File: config.mk
export PLATFORM = sky130hd
export DESIGN_NAME = piano_note_scheduler
export DESIGN_NICKNAME = d
export VERILOG_FILES = /design/src/rtl/piano_note_scheduler_pkg.sv /design/src/rtl/piano_note_scheduler_note_buffer.sv /design/src/rtl/piano_note_scheduler.sv
export SDC_FILE = /design/constraint.sdc
export NUM_CORES = 1
export LEC_CHECK = 0
export CAP_MARGIN = 15
export CORE_MARGIN = 3
export CORE_UTILIZATION = 65
export CTS_CLUSTER_SIZE = 16
export DETAILED_ROUTE_END_ITERATION = 16
export PLACE_DENSITY_LB_ADDON = 0.1
export SKIP_CTS_REPAIR_TIMING = 1
export SLEW_MARGIN = 15
export SYNTH_ARGS = -nofsm -noshare
export SYNTH_HDL_FRONTEND = slang
export SYNTH_SLANG_ARGS = --single-unit
File: constraint.sdc
create_clock -name iClk -period 5.2 [get_ports iClk]
set_clock_uncertainty 0.05 [all_clocks]
set_input_delay 1.3 -clock iClk [delete_from_list [all_inputs] [get_ports iClk]]
set_output_delay 1.3 -clock iClk [all_outputs]
set_load 0.01 [all_outputs]
File: src/rtl/piano_note_scheduler_pkg.sv
// rtl/piano_note_scheduler_pkg.sv - shared state encoding and defaults for the piano note scheduler
//
// Purpose: scheduler state type, default key-bank geometry and a replay-state helper,
//          imported by the scheduler and its note buffer.
// Ports:   none (package).
package piano_note_scheduler_pkg;

    localparam int DEF_NUM_KEYS = 8;
    localparam int DEF_KEY_W    = 3;

    typedef enum logic [2:0] {
        ST_IDLE     = 3'd0,
        ST_LIVE     = 3'd1,
        ST_REP_NOTE = 3'd2,
        ST_REP_WAIT = 3'd3,
        ST_REP_GAP  = 3'd4
    } state_t;

    function automatic logic is_replay(input state_t s);
        return (s == ST_REP_NOTE) || (s == ST_REP_WAIT) || (s == ST_REP_GAP);
    endfunction

endpackage

File: src/rtl/piano_note_scheduler_note_buffer.sv
// rtl/piano_note_scheduler_note_buffer.sv - DEPTH x KEY_W melody record buffer
//
// Purpose: register file holding recorded note indices. Synchronous write at the
//          current fill level, asynchronous read, clear, registered count and full flag.
// Ports:   iClk, iReset_n   clock, synchronous active-low reset (clears count/full only)
//          iClear           empty the buffer this cycle
//          iWrEn, iWrData   append a note (dropped when full)
//          iRdAddr, oRdData asynchronous read port
//          oCount, oFull    entries stored, buffer full
module piano_note_scheduler_note_buffer
    import piano_note_scheduler_pkg::*;
#(
    parameter int DEPTH = 16,
    parameter int KEY_W = DEF_KEY_W,
    parameter int AW    = $clog2(DEPTH),
    parameter int CW    = AW + 1
) (
    input  logic             iClk,
    input  logic             iReset_n,
    input  logic             iClear,
    input  logic             iWrEn,
    input  logic [KEY_W-1:0] iWrData,
    input  logic [AW-1:0]    iRdAddr,
    output logic [KEY_W-1:0] oRdData,
    output logic [CW-1:0]    oCount,
    output logic             oFull
);

    logic [KEY_W-1:0] mem_q [DEPTH];
    logic [KEY_W-1:0] mem_d [DEPTH];
    logic [CW-1:0]    count_q, count_d;
    logic [CW-1:0]    base_count;
    logic             full_q, full_d;

    // Clear is applied before the write so a same-cycle write lands at entry 0.
    // The fill level doubles as the write pointer.
    always_comb begin
        mem_d      = mem_q;
        base_count = iClear ? '0 : count_q;
        count_d    = base_count;
        if (iWrEn && (base_count < CW'(DEPTH))) begin
            mem_d[base_count[AW-1:0]] = iWrData;
            count_d                   = base_count + CW'(1);
        end
        full_d = (count_d == CW'(DEPTH));
    end

    always_ff @(posedge iClk) begin
        if (!iReset_n) begin
            count_q <= '0;
            full_q  <= 1'b0;
        end else begin
            count_q <= count_d;
            full_q  <= full_d;
        end
    end

    always_ff @(posedge iClk) begin
        mem_q <= mem_d;
    end

    assign oRdData = mem_q[iRdAddr];
    assign oCount  = count_q;
    assign oFull   = full_q;

endmodule

File: src/rtl/piano_note_scheduler.sv
// rtl/piano_note_scheduler.sv - shares one buzzer among the piano keys, records and replays melodies
//
// Purpose: selects the sounding note from key presses, drives the buzzer counter enable,
//          records pressed notes while iRecord is high and replays them with fixed timing.
// Ports:   iClk, iReset_n  clock, synchronous active-low reset
//          iKeys           debounced key levels, 1 = pressed
//          iRecord         record level; rising edge clears the buffer
//          iPlay           replay request, rising edge
//          iRing           buzzer tail still sounding
//          oCountEnable    hold note sounding
//          oNote           note index to tone generator
//          oBusy           replay in progress
//          oMemFull        record buffer full
//          oMemCount       entries stored
module piano_note_scheduler
    import piano_note_scheduler_pkg::*;
#(
    parameter int NUM_KEYS    = DEF_NUM_KEYS,
    parameter int KEY_W       = DEF_KEY_W,
    parameter int DEPTH       = 16,
    parameter int NOTE_CYCLES = 100000,
    parameter int GAP_CYCLES  = 50000,
    parameter int CNT_W       = 21
) (
    input  logic                       iClk,
    input  logic                       iReset_n,
    input  logic [NUM_KEYS-1:0]        iKeys,
    input  logic                       iRecord,
    input  logic                       iPlay,
    input  logic                       iRing,
    output logic                       oCountEnable,
    output logic [KEY_W-1:0]           oNote,
    output logic                       oBusy,
    output logic                       oMemFull,
    output logic [$clog2(DEPTH):0]     oMemCount
);

    localparam int AW = $clog2(DEPTH);
    localparam int CW = AW + 1;

    state_t               state_q, state_d;
    logic [NUM_KEYS-1:0]  keys_q;
    logic                 record_q, play_q;
    logic [KEY_W-1:0]     note_q, note_d;
    logic                 en_q, en_d;
    logic                 busy_q, busy_d;
    logic [AW-1:0]        ptr_q, ptr_d;
    logic [CNT_W-1:0]     timer_q, timer_d;

    logic [NUM_KEYS-1:0]  press;
    logic                 any_press;
    logic [KEY_W-1:0]     press_idx, held_idx;
    logic                 record_rise, play_rise;
    logic                 buf_clear, buf_wr;
    logic [AW-1:0]        rd_addr;
    logic [KEY_W-1:0]     rd_data;
    logic [CW-1:0]        mem_count;
    logic                 mem_full;

    function automatic logic [KEY_W-1:0] lowest_idx(input logic [NUM_KEYS-1:0] v);
        lowest_idx = '0;
        for (int i = NUM_KEYS - 1; i >= 0; i--) begin
            if (v[i]) lowest_idx = KEY_W'(i);
        end
    endfunction

    assign press       = iKeys & ~keys_q;
    assign any_press   = |press;
    assign press_idx   = lowest_idx(press);
    assign held_idx    = lowest_idx(iKeys);
    assign record_rise = iRecord & ~record_q;
    assign play_rise   = iPlay & ~play_q;

    // Read address depends only on registered state so the read data can feed note_d
    // without a combinational loop: entry 0 when starting from IDLE, the next entry in GAP.
    assign rd_addr = (state_q == ST_REP_GAP) ?
                     ((ptr_q == AW'(DEPTH - 1)) ? '0 : ptr_q + AW'(1)) : '0;

    always_comb begin
        state_d   = state_q;
        note_d    = note_q;
        en_d      = en_q;
        busy_d    = busy_q;
        ptr_d     = ptr_q;
        buf_wr    = 1'b0;
        buf_clear = record_rise && !is_replay(state_q);

        case (state_q)
            ST_IDLE: begin
                if (any_press) begin
                    state_d = ST_LIVE;
                    note_d  = press_idx;
                    en_d    = 1'b1;
                    buf_wr  = iRecord;
                end else if (play_rise && (mem_count != '0)) begin
                    state_d = ST_REP_NOTE;
                    ptr_d   = '0;
                    note_d  = rd_data;
                    en_d    = 1'b1;
                    busy_d  = 1'b1;
                end
            end
            ST_LIVE: begin
                if (any_press) begin
                    note_d = press_idx;
                    buf_wr = iRecord;
                end else if (iKeys == '0) begin
                    // Leave oNote alone so the counter tail keeps the same pitch.
                    en_d    = 1'b0;
                    state_d = ST_IDLE;
                end else if (!iKeys[note_q]) begin
                    note_d = held_idx;
                end
            end
            ST_REP_NOTE: begin
                if (timer_q == CNT_W'(NOTE_CYCLES - 1)) begin
                    en_d    = 1'b0;
                    state_d = ST_REP_WAIT;
                end
            end
            ST_REP_WAIT: begin
                if (!iRing) state_d = ST_REP_GAP;
            end
            ST_REP_GAP: begin
                if (timer_q == CNT_W'(GAP_CYCLES - 1)) begin
                    if ((CW'(ptr_q) + CW'(1)) == mem_count) begin
                        state_d = ST_IDLE;
                        busy_d  = 1'b0;
                    end else begin
                        state_d = ST_REP_NOTE;
                        ptr_d   = ptr_q + AW'(1);
                        note_d  = rd_data;
                        en_d    = 1'b1;
                    end
                end
            end
            default: begin
                state_d = ST_IDLE;
                en_d    = 1'b0;
                busy_d  = 1'b0;
            end
        endcase

        // A live press always wins over replay; the pressed note is not recorded.
        if (is_replay(state_q) && any_press) begin
            state_d = ST_LIVE;
            note_d  = press_idx;
            en_d    = 1'b1;
            busy_d  = 1'b0;
        end

        if ((state_d != state_q) || !((state_q == ST_REP_NOTE) || (state_q == ST_REP_GAP)))
            timer_d = '0;
        else
            timer_d = timer_q + CNT_W'(1);
    end

    always_ff @(posedge iClk) begin
        if (!iReset_n) begin
            state_q  <= ST_IDLE;
            keys_q   <= '0;
            record_q <= 1'b0;
            play_q   <= 1'b0;
            note_q   <= '0;
            en_q     <= 1'b0;
            busy_q   <= 1'b0;
            ptr_q    <= '0;
            timer_q  <= '0;
        end else begin
            state_q  <= state_d;
            keys_q   <= iKeys;
            record_q <= iRecord;
            play_q   <= iPlay;
            note_q   <= note_d;
            en_q     <= en_d;
            busy_q   <= busy_d;
            ptr_q    <= ptr_d;
            timer_q  <= timer_d;
        end
    end

    piano_note_scheduler_note_buffer #(
        .DEPTH (DEPTH),
        .KEY_W (KEY_W)
    ) u_note_buffer (
        .iClk     (iClk),
        .iReset_n (iReset_n),
        .iClear   (buf_clear),
        .iWrEn    (buf_wr),
        .iWrData  (press_idx),
        .iRdAddr  (rd_addr),
        .oRdData  (rd_data),
        .oCount   (mem_count),
        .oFull    (mem_full)
    );

    assign oCountEnable = en_q;
    assign oNote        = note_q;
    assign oBusy        = busy_q;
    assign oMemFull     = mem_full;
    assign oMemCount    = mem_count;

endmodule

Yosys cells after proc, flatten, opt, wreduce, memory -nomap -nowiden --
Index checks and enable logic that the tools add are counted.
Word-level totals: word-level logic and storage cells 162, flip-flop bits (word level) 97
Cells by class: bitwise gates (word level) 10, equality and inequality tests 24, mux-type cells 67, order comparisons 5, reduce and logical (&&, ||, !) cells 25, add/subtract/negate cells 4
Operators with widths (count):
- $mux W3 | 35
- $bwmux W48 | 1
- $mux W4 | 6
- $add A21 B1 Y21 const B | 1
- $eq A21 B16 Y1 const B | 1
- $eq A21 B17 Y1 const B | 1
- $ne A3 B3 Y1 const B | 5
- $pmux W3 S5 | 1
- $mux W1 | 14
- $bmux W3 S4 | 1
- $demux W3 S4 | 1
- $ne A4 B4 Y1 const B | 3
- $ge A5 B5 Y1 const B | 2
- $mux W5 | 2
- $ne A2 B2 Y1 const B | 5
- $not A4 Y5 | 2
- $reduce_and A5 Y1 | 2
- $pmux W3 S3 | 1
- $and A8 B8 Y8 | 1
- $logic_not A8 Y1 | 1
- $not A8 Y8 | 1
- $pmux W4 S2 | 1
- $reduce_or A8 Y1 | 1
- $reduce_and A7 Y1 | 1
- other kinds (30) | 45

Longest topological paths before layout --
Gate-level depths: netlist of the first run.
depth after elaboration 13, mapped depth 11, mapped depth without buffers 9

Cells and area by module --
Synthesis of the first run repeated with hierarchy kept, for this count alone.
Unflattened totals: cells, all modules 440, area, all modules 4792.1 sq um
By module, submodules not included:
- piano_note_scheduler | area an instance 2557.5 sq um, times used 1, sequential area each 860.8 sq um, cells each 306
- piano_note_scheduler_note_buffer | area an instance 2234.6 sq um, times used 1, sequential area each 1561.5 sq um, cells each 134

Worst setup path before layout of the first run --
OpenSTA, ideal clock, no wires.
path kind input-to-reg, from in iKeys[4], to reg timer_q[15], stages on the path 8, data arrival time 3.091 ns, path buffers 1, slack 1.997 ns, path through or4_1 -> o21ai_2 -> a21oi_1 -> o21ai_2 -> nand2_1 -> or4_4 -> buf_6 -> nor2_2
On the way: word-level cells in the longest chain between the ends 8, elaborated cells on any way between the ends 12, those cells by class eq/ne (1); mux (5); bitwise (1); reduce/logical (5)
RTL lines:
- from (decl) | RTL line piano_note_scheduler.sv:27 | input logic [NUM_KEYS-1:0] iKeys,
- $logic_not A8 Y1 / $and A8 B8 Y8 (equally long branches) | RTL line piano_note_scheduler.sv:107, piano_note_scheduler.sv:67
- $mux W3 / $reduce_or A8 Y1 (equally long branches) | RTL line piano_note_scheduler.sv:107, piano_note_scheduler.sv:68
- $mux W3, on equally long branches | RTL line piano_note_scheduler.sv:104, piano_note_scheduler.sv:90
- $pmux W3 S5 | RTL line piano_note_scheduler.sv:88 | case (state_q)
- $mux W3 * | RTL line piano_note_scheduler.sv:145 | if (is_replay(state_q) && any_press) begin
- $ne A3 B3 Y1 * | RTL line piano_note_scheduler.sv:152 | if ((state_d != state_q) || !((state_q == ST_REP_NOTE) || (state_q == ST_REP_GAP)))
- $logic_or A1 B1 Y1 * | RTL line piano_note_scheduler.sv:152
- $reduce_or A2 Y1 (no line) *
- to (signal assigned) | RTL line piano_note_scheduler.sv:178 | timer_q <= timer_d;
- to (decl) | RTL line piano_note_scheduler.sv:48 | logic [CNT_W-1:0] timer_q, timer_d;
Mark *: on every way between the ends. The rest lies on a longest branch, timed or not. A chain may end at the register's enable or synchronous reset.

Worst setup path after layout of the first run --
from in iKeys[5], to reg timer_q[4]
Same word-level chain as after synthesis.

==> results of run 1 <==
[sequential cells by signal (all words and copies together) (netlist names)]
register,cells
play_q,1
oCountEnable,1
oNote,3
u_note_buffer.oCount,5
ptr_q,4
record_q,1
oBusy,1
u_note_buffer.mem_q,48
u_note_buffer.oFull,1
timer_q,21
state_q,3
keys_q,8
[area by class of cell]
class	instances	area, um^2	area share, %
Sequential cell	97	2420	45.4
Tap cell	96	120	2.25
Inverter	15	56.3	1.06
Timing Repair Buffer	26	253	4.74
Clock buffer	10	128	2.39
Clock inverter	5	63.8	1.20
Multi-Input combinational cell	352	2290	42.9
[per-stage QoR]
| stage | hold WS, ns | utilization (%) |
|---|---|---|
| after floorplan | 0.377 | - |
| after global placement | 0.386 | 73.2 |
| after detailed placement | 0.399 | 73.2 |
| after CTS | 0.420 | 76.0 |
| after global routing | 0.449 | 76.0 |
| final | 0.416 | 76.0 |
[metal layers]
layer / global-route usage (%) / vias to the layer above
li1: - / 1818
met1: 38.6 / 1848
met4: 10.0 / 0
met2: 44.3 / 232
met5: 0 / -
met3: 7.31 / 37
[cells in the mapped netlist, types with 13 or more instances]
cell type  number
edfxtp_1       48
and2_1         14
o21ai_0        18
nand3_1        20
dfxtp_1        49
nor2_1         46
nand2_1        38
xnor2_1        16
a21oi_1        23
clkbuf_1       13
nor3_1         15
inv_1          14
[cells in the final DEF, fill, tap and decap left out, types with 3 or more instances in the layout]
| cell type | count |
|---|---|
| a211oi_1 | 8 |
| clkbuf_8 | 9 |
| edfxtp_1 | 48 |
| o22ai_1 | 3 |
| buf_4 | 3 |
| inv_1 | 14 |
| a21oi_1 | 23 |
| nor3_1 | 15 |
| a2111oi_0 | 4 |
| nand4_1 | 11 |
| nand2b_1 | 7 |
| nor2b_1 | 7 |
| xor2_1 | 12 |
| clkdlybuf4s50_1 | 23 |
| o31ai_1 | 5 |
| nand2_1 | 38 |
| nand3_1 | 20 |
| o221ai_1 | 3 |
| nor2_2 | 12 |
| mux2_2 | 4 |
| nor4_1 | 4 |
| nor2_1 | 46 |
| and2_1 | 14 |
| nor3b_1 | 4 |
| o21ai_0 | 18 |
| and3_1 | 8 |
| a31oi_1 | 5 |
| dfxtp_1 | 49 |
| ha_1 | 6 |
| mux2i_1 | 7 |
| xnor2_1 | 16 |
[worst max-delay path: cells and delay by family]
kind | cells | cell delay [ns]
buffers and inverters | 1 | 0.49
AO/OA/AOI/OAI | 1 | 0.20
AND/OR/NAND/NOR | 6 | 1.97
[worst paths after layout]
check,start,end,depth (start not counted)
worst max-delay path,iKeys[5],timer_q[4],8
worst min-delay path,timer_q[0],timer_q[0],1
worst max register to register,state_q[2],u_note_buffer.mem_q[30],7
worst min register to register,timer_q[0],timer_q[0],1
[cell families (layout without fill, tap and decap cells)]
logic type,Yosys count,after routing
adder cells (fa/ha/maj),6,6
XOR/XNOR,28,28
multiplexers,13,13
buffers and inverters,37,56
AND/OR/NAND/NOR,211,211
flip-flops,97,97
AO/OA/AOI/OAI,94,94
[power groups by stage]
stage	combinational, uW	sequential, uW	clock [uW]
floorplan	75.4	843	0
global placement	117	847	0
detailed placement	120	847	0
CTS	121	829	492
global route	135	831	525
finish	122	829	493
==> metrics.txt, run 1 <==
final worst-path cycle share=71.2%; R2R setup slack=1.94 ns; area leader, netlist=edfxtp_1; Post-synth EDFFs=48; min Tclk post-route=3.70 ns; CTS sink cnt=97; M1 WL=4.97 mm; placed insts=586; largest cells by area after synthesis=edfxtp_1, dfxtp_1, nor2_1, nand2_1, xnor2_1; yosys warns=0; Placeable Area=7020 um^2; Die X=92.6 um; CTS Buf Count=9; detailed-route via count=3935; DR top layer=met4; Setup Crit Path Kind=primary input to flop; Seq/Total Area, Yosys=49.7%; XOR/XNOR Fraction of Synth Area=5.03%; status=finished, final reports clean; Psw=352 uW; Routed WL=11.5 mm; Die Area=8580 um^2; sequential cell fraction of total power=57.4%; placed cell area=5140 um^2; Clk pwr share=34.1%; router iterations before antenna repair=5; HP Class=flop to flop; Synth Area in Adders=1.54%; final worst setup slack=1.50 ns; Ports=24; Avg Cell Area, Syn=10.0 um^2; Leakage=0.00176 uW; Worst path most repeated cell=nand2_1; WL met2=5.22 mm; simple-gate area share of the yosys netlist=23.9%; mux contribution to synthesized area=3.36%; Max FO, Critical Path=21; power per cell area=271 nW/um^2; fin. max-slew vios=0; 1st-iter DRT viols=518; FFs w/ async S/R, synth=0%; MaxCap Viol Count=0; Max Root-Sink Buffers=2; Max Freq=270 MHz; crit end category=flop; first-pass GRT wire length=18.9 mm; vias in the first global route=3813; largest family of logic cells by synthesized area=simple AND/OR/NAND/NOR gates; Total GRT Usage=28.4%; IO buf count=23; synthesized area=4880 um^2; Root Buffer=clkbuf_8; final hold vios=0; CTS tree=done; initial antenna violation count=0; WP data required=5.46 ns; Starting Density=69.5%; CTS HTree Levels=3; DRC=0; CP arrival=3.97 ns; Rel. slew slack=27.5%; number of distinct library cells after synthesis=72; DR vias/cell=6.55; Mapped Cells=486; final setup fails=0; post-DP HPWL=8.29 mm; remaining global-route overflow=0; Clk pin slew, worst setup/hold paths=0.10 ns; # fillers=491; Detail Route Antenna Nets=0; layout cells sized above 1=10.1%; Overall Power=1450 uW; Synth top area share=29.6%; cell area after layout=5330 um^2; number of diodes=0; worst-skew pair later-pin latency=0.37 ns; crit path max-delay cell type=or4_4; FP Rows=30; VDD IR-drop max=0.204 mV; combinational cell fraction of total power=8.5%; post-synthesis compound-gate area fraction=13.1%; RSZ-0062 raised after global routing=no; Total Neg Setup Slack=0 ns; met3 wire len=1.05 mm; DR WL/cell=19.2 um; Post-Layout Cell Count=601; Layout area overhead=9.37%; P_int=1090 uW; crit-path max cell delay=0.66 ns; ys flop type=dfxtp_1; synthesized flop and latch total=97; largest net degree at the start of global routing=24; startpoint types=primary input; height of the chip=92.6 um; syn nets=505; Worst-Margin Slew=1.08 ns; Final #Nets=520; pre-CTS WS=1.14 ns; critical-path cell list=clkdlybuf4s50_1 > nor2b_1 > nor4b_4 > nand2_1 > o21ai_2 > nand2_1 > or4_4 > nor2_1; Placer Congestion=0.984; switching share of power=24.4%
No activity file was read; power rests on OpenSTA's default activity.
==> run 2, diff against run 1 <==
- CORE_UTILIZATION: 65 -> 54
- clock period: 5.2 -> 3.36 ns (I/O delays scaled with it)
==> run 2 against run 1 <==
  * Routed wire length increased by 1.0%
  * Utilization decreased by 12 points
  * Critical path depth unchanged
  * Sequential cell count unchanged
  * Total power increased by 67%
  * Non-clock buffer count increased by 26
  * First-iteration DRC count decreased by 30%
  * Clock power increased by 86%
  * Final cell count increased by 6.5%
  * Combinational power increased by 73%
  * Hold slack got worse by 0.0058 ns
  * Highest routed layer unchanged
==> metrics.txt, run 2 (synthesis results as in run 1) <==
final worst-path cycle share=91.6%; min Tclk post-route=3.08 ns; height of the chip=101 um (was 92.6 um); Max Root-Sink Buffers=2 (unchanged); Final Core Density=63.8% (was 76.0%); DRC=0 (unchanged); placed insts=624 (was 586); DR WL/cell=18.2 um (was 19.2 um); crit end category=flop (unchanged); hold depth=1 (unchanged); layout cells sized above 1=14.7% (was 10.1%); Total GRT Usage=24.0% (was 28.4%); Placeable Area=8760 um^2 (was 7020 um^2); vias in the first global route=3711 (was 3813); Layout area overhead=14.7% (was 9.37%); worst-skew pair later-pin latency=0.37 ns (about the same); Root Buffer=clkbuf_8 (unchanged); status=finished, final reports clean (unchanged); Setup Crit Path Kind=flop to flop (was primary input to flop); CTS tree=done (unchanged); first-pass GRT wire length=19.1 mm (was 18.9 mm); R2R setup slack=0.28 ns (was 1.94 ns); final setup fails=0 (unchanged); router iterations before antenna repair=5 (unchanged); R2R Path Start=ptr_q[0] (was state_q[2]); Top reg by flops=u_note_buffer.mem_q (unchanged); CTS HTree Levels=3 (unchanged); IO buf count=23 (unchanged); Ports=24 (unchanged); hold_sp=timer_q[0] (unchanged); Clk pin slew, worst setup/hold paths=0.10 ns (about the same); Detail Route Antenna Nets=0 (unchanged); remaining global-route overflow=0 (unchanged); Worst Reg-to-Reg Cells=8 (was 7); Max Freq=325 MHz; 1st-iter DRT viols=365 (was 518); top flop regs=u_note_buffer.mem_q: 48 flops, timer_q: 21 flops, keys_q: 8 flops (unchanged); Starting Density=55.6% (was 69.5%); VDD IR-drop max=0.239 mV (was 0.204 mV); Worst-Margin Slew=0.940 ns (was 1.08 ns); Die Area=10200 um^2 (was 8580 um^2); final hold vios=0 (unchanged); DR vias/cell=6.08 (was 6.55); Post-Layout Cell Count=640 (was 601); Leakage=0.00192 uW (was 0.00176 uW); FP Rows=34 (was 30); # fillers=722 (was 491); Rel. slew slack=37.1% (was 27.5%); MaxCap Viol Count=0 (unchanged); final hold slack=0.411 ns (was 0.416 ns); fin. max-slew vios=0 (unchanged); most frequent cells in the layout=dfxtp_1, edfxtp_1, nor2_1, nand2_1, buf_4 (was dfxtp_1, edfxtp_1, nor2_1, nand2_1); Placer Congestion=0.955 (was 0.984); RSZ-0062 raised after global routing=no (unchanged); largest net degree at the start of global routing=22 (was 24); post-DP HPWL=8.47 mm (was 8.29 mm); most common cell after layout, fill and taps aside=dfxtp_1 (unchanged); Total Neg Setup Slack=0 ns (unchanged); final worst setup slack=0.282 ns (was 1.50 ns); pre-CTS WS=0.0222 ns (was 1.14 ns); startpoint types=flop (was primary input); Final #Nets=546 (was 520); CTS sink cnt=97 (unchanged); number of diodes=0 (unchanged); CP arrival=3.27 ns (was 3.97 ns); hold endpoint=timer_q[0] (unchanged); Routed WL=11.7 mm (was 11.5 mm); Max FO, Critical Path=11 (was 21); WP data required=3.55 ns (was 5.46 ns); HP Class=flop to flop (unchanged); initial antenna violation count=0 (unchanged); max reg flops=48 (unchanged); power per cell area=430 nW/um^2 (was 271 nW/um^2); Reg2Reg Capture Point=oNote[1] (was u_note_buffer.mem_q[30]); CTS Buf Count=9 (unchanged); Die X=101 um (was 92.6 um); detailed-route via count=3894 (was 3935)
run 2: cell types whose count changed in the layout (fill, tap and decap cells not counted), sizes merged:
cell / delta
buf: +26
clkinvlp: -1
bufinv: +2
run 2: critical path, cell delays in order, from the launching register on:
cell and delay (ns):
dfxtp_1 0.42, ha_1 0.49, and4bb_2 0.46, mux2i_1 0.23, o21ai_0 0.15, a211oi_1 0.36, o2bb2ai_1 0.13, a2111oi_0 0.52
o31ai_1 0.16
run 2: report_power, final:
part           leakage [uW]  switching, uW  total (uW)  internal, uW
combinational      0.000960            118         211          93.1
clock              0.000121            416         915           499
sequential         0.000838           14.8        1280          1270
run 2: area by class of cell:
| type | instances | area, um^2 | share of cell area [%] |
|---|---|---|---|
| clock inverters | 6 | 113 | 2.01 |
| clock buffers | 10 | 128 | 2.28 |
| inverters | 15 | 56.3 | 1.01 |
| well taps | 108 | 135 | 2.42 |
| flip-flops and latches | 97 | 2420 | 43.3 |
| repair buffers | 52 | 448 | 8.01 |
| multi-input cells | 352 | 2290 | 40.9 |
run 2: metrics by stage:
step / total power [uW] / cell area [um^2]
after CTS: 2410 / 5590
after global routing: 2490 / 5590
after floorplan: 1420 / 4880
after detailed placement: 1520 / 5350
final: 2410 / 5590
after global placement: 1510 / 5350
run 2: worst max path at each step:
stage / from / end / slack (ns) / depth (start not counted)
finish: ptr_q[0] / oNote[1] / 0.28 / 8
global route: ptr_q[0] / oNote[0] / 0.09 / 8
CTS: ptr_q[0] / oNote[1] / 0.32 / 8
detailed placement: iKeys[4] / timer_q[9] / 0.02 / 8
global placement: iRecord / u_note_buffer.mem_q[29] / -0.01 / 7
floorplan: iKeys[4] / timer_q[15] / 0.62 / 8
run 2: per-layer routing:
metal	track usage (%)	share of wire (%)
met2	36.3	46
met4	8.69	1.6
met1	34.7	45
met3	4.43	7.6
met5	0	0
